==> config.mk <==
export PLATFORM = sky130hd
export DESIGN_NAME = sample_sequencer
export DESIGN_NICKNAME = d
export VERILOG_FILES = /design/src/rtl/sample_sequencer.sv
export SDC_FILE = /design/constraint.sdc
export NUM_CORES = 1
export LEC_CHECK = 0
export ABC_AREA = 0
export BUFFER_PORTS_ARGS = -buffer_cell sky130_fd_sc_hd__buf_2
export CAP_MARGIN = 20
export CORE_AREA = 2 2 72 74
export CTS_CLUSTER_DIAMETER = 100
export DETAILED_ROUTE_END_ITERATION = 10
export DIE_AREA = 0 0 74 76
export PLACE_DENSITY = 0.74
export SLEW_MARGIN = 40
export SYNTH_ARGS = -nofsm -noshare
export SYNTH_HDL_FRONTEND = slang
export SYNTH_SLANG_ARGS = --single-unit
==> constraint.sdc <==
create_clock -name clk_operation -period 2.7 [get_ports clk_operation]
set_input_delay 0.135 -clock clk_operation [delete_from_list [all_inputs] [get_ports clk_operation]]
set_output_delay 0.135 -clock clk_operation [all_outputs]
set_load 0.05 [all_outputs]
==> src/rtl/sample_sequencer.sv <==
// Sample-period sequencer: free-running phase counter plus a per-period FSM that
// issues the conv -> lag -> d2s enable pulses, gates them on ready checks and enables the canceller.
module sample_sequencer #(
  parameter int EN_LEN      = 2,
  parameter int CONV_WAIT   = 8,
  parameter int LAG_WAIT    = 600,
  parameter int CANCEL_WAIT = 1250
) (
  input  logic        clk_operation,
  input  logic        rst_n,
  input  logic [12:0] sampling_cycle,
  input  logic        ready_conv,
  input  logic        ready_lag,
  output logic [12:0] sampling_cycle_counter,
  output logic        sampling_light,
  output logic        enable_conv,
  output logic        enable_lag,
  output logic        enable_d2s,
  output logic        enable_sampling,
  output logic        enable_cancel,
  output logic        miss_conv,
  output logic        miss_lag,
  output logic        overrun
);

  localparam int T1_I = EN_LEN + CONV_WAIT;
  localparam int T2_I = T1_I + EN_LEN + LAG_WAIT;
  localparam int T3_I = T2_I + EN_LEN + CANCEL_WAIT + 1;

  localparam logic [12:0] CONV_END = 13'(EN_LEN);
  localparam logic [12:0] T1       = 13'(T1_I);
  localparam logic [12:0] LAG_END  = 13'(T1_I + EN_LEN);
  localparam logic [12:0] T2       = 13'(T2_I);
  localparam logic [12:0] D2S_END  = 13'(T2_I + EN_LEN);
  localparam logic [12:0] HOLD_AT  = 13'(T3_I - 1);
  localparam logic [12:0] P_RESET  = 13'd4000;

  typedef enum logic [2:0] {
    IDLE, CONV, WAIT_CONV, LAG, WAIT_LAG, D2S, WAIT_CANCEL, HOLD
  } state_t;

  state_t      state_q, state_d;
  logic [12:0] period_q;
  logic        wrap;
  logic        conv_check, lag_check;
  logic        conv_d, lag_d, d2s_d, cancel_d, sampling_d;
  logic        miss_conv_d, miss_lag_d, overrun_d;

  function automatic logic [12:0] clamp_period(input logic [12:0] p);
    return (p < 13'd2) ? 13'd2 : p;
  endfunction

  assign wrap       = (sampling_cycle_counter == period_q - 13'd1);
  assign conv_check = (state_q == WAIT_CONV) && (sampling_cycle_counter == T1) && !wrap;
  assign lag_check  = (state_q == WAIT_LAG)  && (sampling_cycle_counter == T2) && !wrap;

  always_ff @(posedge clk_operation or negedge rst_n) begin
    if (!rst_n) begin
      state_q <= IDLE;
    end else begin
      state_q <= state_d;
    end
  end

  // Windows are keyed to absolute counter values so a failed check keeps the schedule intact
  always_comb begin
    state_d = state_q;
    case (state_q)
      IDLE, HOLD:  if (sampling_cycle_counter == 13'd0) state_d = CONV;
      CONV:        if (sampling_cycle_counter == CONV_END) state_d = WAIT_CONV;
      WAIT_CONV:   if (sampling_cycle_counter == T1) state_d = ready_conv ? LAG : WAIT_LAG;
      LAG:         if (sampling_cycle_counter == LAG_END) state_d = WAIT_LAG;
      WAIT_LAG:    if (sampling_cycle_counter == T2) state_d = ready_lag ? D2S : WAIT_CANCEL;
      D2S:         if (sampling_cycle_counter == D2S_END) state_d = WAIT_CANCEL;
      WAIT_CANCEL: if (sampling_cycle_counter == HOLD_AT) state_d = HOLD;
      default:     state_d = IDLE;
    endcase
    // A wrap before HOLD aborts the sequence; IDLE restarts it from CONV at counter 0
    if (wrap) state_d = (state_q == HOLD) ? HOLD : IDLE;
  end

  always_comb begin
    conv_d      = (state_d == CONV);
    lag_d       = (state_d == LAG);
    d2s_d       = (state_d == D2S);
    cancel_d    = enable_cancel | (state_d == HOLD);
    sampling_d  = enable_sampling | wrap;
    miss_conv_d = miss_conv | (conv_check & ~ready_conv);
    miss_lag_d  = miss_lag | (lag_check & ~ready_lag);
    overrun_d   = overrun | (wrap & (state_q != HOLD));
  end

  always_ff @(posedge clk_operation or negedge rst_n) begin
    if (!rst_n) begin
      sampling_cycle_counter <= 13'd0;
      period_q               <= P_RESET;
      sampling_light         <= 1'b0;
      enable_conv            <= 1'b0;
      enable_lag             <= 1'b0;
      enable_d2s             <= 1'b0;
      enable_sampling        <= 1'b0;
      enable_cancel          <= 1'b0;
      miss_conv              <= 1'b0;
      miss_lag               <= 1'b0;
      overrun                <= 1'b0;
    end else begin
      sampling_cycle_counter <= wrap ? 13'd0 : sampling_cycle_counter + 13'd1;
      if (sampling_cycle_counter == 13'd0) period_q <= clamp_period(sampling_cycle);
      sampling_light         <= wrap;
      enable_conv            <= conv_d;
      enable_lag             <= lag_d;
      enable_d2s             <= d2s_d;
      enable_sampling        <= sampling_d;
      enable_cancel          <= cancel_d;
      miss_conv              <= miss_conv_d;
      miss_lag               <= miss_lag_d;
      overrun                <= overrun_d;
    end
  end

endmodule

==> metrics.cfg <==
[floorplan]
dieHeight_um = 76
fp.dieArea_um2 = 5620
chip_width_um = 74
core_area_um2 = 4910
rows = 26
starting_density_of_the_core_pct = 48.2
num_io_pins = 39

[setup_path]
critPathCaptureType = flop
worstPathMaxFanout = 3
timing.critical_path.arrival_ns = 2.82
reg2reg_depth = 9
path_class = flop to flop
crit_path_required_time_ns = 2.88
start_kind = flop

[clocking]
cts.path.max_buffers = 2
tritoncts = done
clk_pin_slew_ns = 0.07
worst_skew_pair.late_latency_ns = 0.29
count_of_clock_tree_sinks = 38
htreeDepth = 2
cts_buffers = 5
cts.root.buffer_cell = clkbuf_8

[cells_and_area]
finish.utilization_pct = 58.1
fillerInstances = 434
final_layout_size_suffix_gt1_share_pct = 33.2
final_cell_mix = buf_2, dfrtp_1, nor2_1
layout_commonest_cell = buf_2
antenna-diode-count = 0
final_instance_count_excl_fillers = 362
nNetsFinal = 312
flow.area_growth_from_synthesis_pct = 20.6

[synthesis]
synth.avg_cell_area_um2 = 9.74
synth.yosys.seq_area_share_pct = 40.5
netlist-cell-type-count = 49
syn_area_um2 = 2370
ys_dominant_reg_cell = dfrtp_1
ys.warnings.count = 0
synth_nets = 264
post_synthesis_async_set_or_reset_flop_share_pct = 100
number_of_enable_type_register_cells_in_the_synthesized_netlist = 0
synth.ff_latch_count = 38
synthesis.instances = 243

[route]
post-route-drc-count = 0
drt_iter0_drc = 138
antenna_violating_nets_post_route = 0
drt_pass1_iterations = 4
drt-vias-per-instance = 5.51
post_drt_wl_per_cell_um = 15.1
num_vias = 1995
wl_um = 5470

[place]
setup_slack_after_placement_ns = 0.0549
numPlacedInstances = 351
globalplace.congestion = 0.907
port_buffers = 38
hpwl_um = 4060

[sta]
achievable-frequency_mhz = 380
drv_slew = 0
slew_headroom_pct = 61.3
finalSetupViolations = 0
worst_setup_skew_after_layout_ns = 0.00525
layout_min_cycle_time_ns = 2.63
whs_ns = 0.0800
timing_worst_slew_pin_value_ns = 0.576
grt_setup_unrepaired = yes
period_share_pct = 97.5
hold_viol_final = 0
post-route-worst-setup-slack_ns = 0.0684

[global_routing]
met1_usage_pct = 28.8
grt_antenna_before_repair = 0
grt_max_degree = 39
gr-max-usage-layer = met2
overflow = 0
groute.layer.met2.usage_pct = 31.8
met3_usage_pct = 4.23
vias_in_the_first_global_route = 1874
global_route.usage.total_pct = 20.6
first_pass_grt_wire_length_um = 9070

[power_and_ir_drop]
powerDensity_nw_per_um2 = 971
max-vdd-ir-drop_uv = 579
power.leakage_uw = 0.00125
total_power_uw = 2770

[min_path]
worstHoldPathCells = 3
timing.hold.worst.class = input port to flop

[run]
cap_viol_max_count = 0

[status]
run_status = finished clean

==> cell type report <==
| class | count | area [um^2] | area share [%] |
|---|---|---|---|
| Tap cell | 70 | 87.6 | 3.07 |
| Clock buffer | 8 | 80.1 | 2.81 |
| Multi-Input combinational cell | 183 | 1380 | 48.2 |
| Timing Repair Buffer | 55 | 323 | 11.3 |
| Inverter | 8 | 30.0 | 1.05 |
| Sequential cell | 38 | 958 | 33.6 |
==> per-stage QoR <==
stage / area [um^2] / setup TNS, ns
floorplan: 2370 / -0.0235
global placement: 2690 / 0
detailed placement: 2690 / 0
CTS: 2780 / 0
global route: 2850 / -0.0465
finish: 2850 / 0
==> cell usage after synthesis (all sizes together) (4+ instances only) <==
cell | instances | area (um^2)
a21oi | 5 | 25.0
and3 | 4 | 25.0
buf | 5 | 25.0
clkbuf | 9 | 35.0
dfrtp | 32 | 801
dfstp | 6 | 158
ha | 4 | 50.1
inv | 8 | 30.0
mux2 | 12 | 139
nand2 | 9 | 33.8
nand2b | 5 | 31.3
nand3 | 12 | 60.1
nand4 | 4 | 25.0
nor2 | 25 | 93.8
nor3 | 13 | 75.1
nor3b | 5 | 37.5
nor4 | 14 | 118
o21ai | 7 | 35.0
xnor2 | 16 | 140
xor2 | 13 | 114
==> report_power, final <==
part | internal [uW] | switching (uW)
logic | 585 | 817
clock network | 183 | 186
registers | 768 | 233
==> final timing paths <==
path / to / start / slack [ns]
worst max-delay path: enable_d2s / period_q[1] / 0.07
worst min-delay path: period_q[0] / sampling_cycle[0] / 0.08
worst max register to register: enable_d2s / period_q[1] / 0.07
worst min register to register: enable_sampling / enable_sampling / 0.47
max in group asynchronous: period_q[9] / rst_n / 2.01
min in group asynchronous: enable_conv / rst_n / 0.34
==> critical path, cell delays in order, from the launching register on <==
cell and delay, ns:
dfrtp_1 0.40, inv_2 0.09, ha_4 0.13, or4b_4 0.51, o41ai_4 0.24, and3_4 0.24
o41ai_4 0.10, nor4_4 0.34, mux2_4 0.33, and3b_1 0.16
==> kinds of logic after synthesis <==
logic type	count (synthesis)	share of synthesized area, %
mux	13	6.29
flops	38	40.5
buf+inv	22	3.81
xor+xnor	29	10.7
fa+ha+maj	4	2.11
simple gates	110	28.0
compound gates	27	8.62
==> registers in the layout (all words and copies together), names as in the netlist <==
name / cells
miss_lag: 1
enable_conv: 1
overrun: 1
enable_cancel: 1
sampling_light: 1
period_q: 13
state_q: 3
sampling_cycle_counter: 13
enable_sampling: 1
enable_d2s: 1
miss_conv: 1
enable_lag: 1
==> metal layers <==
layer	part of all wire (%)	vias up
met5	0	-
met4	1.3	0
met3	5.0	9
met2	49	60
met1	44	961
li1	-	965
==> what timing repair did <==
action,4_1_cts,5_1_grt
resized for setup,0,11
endpoints found under the hold margin,32,0
setup buffers,0,2
hold buffers,1,0
setup endpoints to repair,0,7
Power figures use the tool's default switching activity.
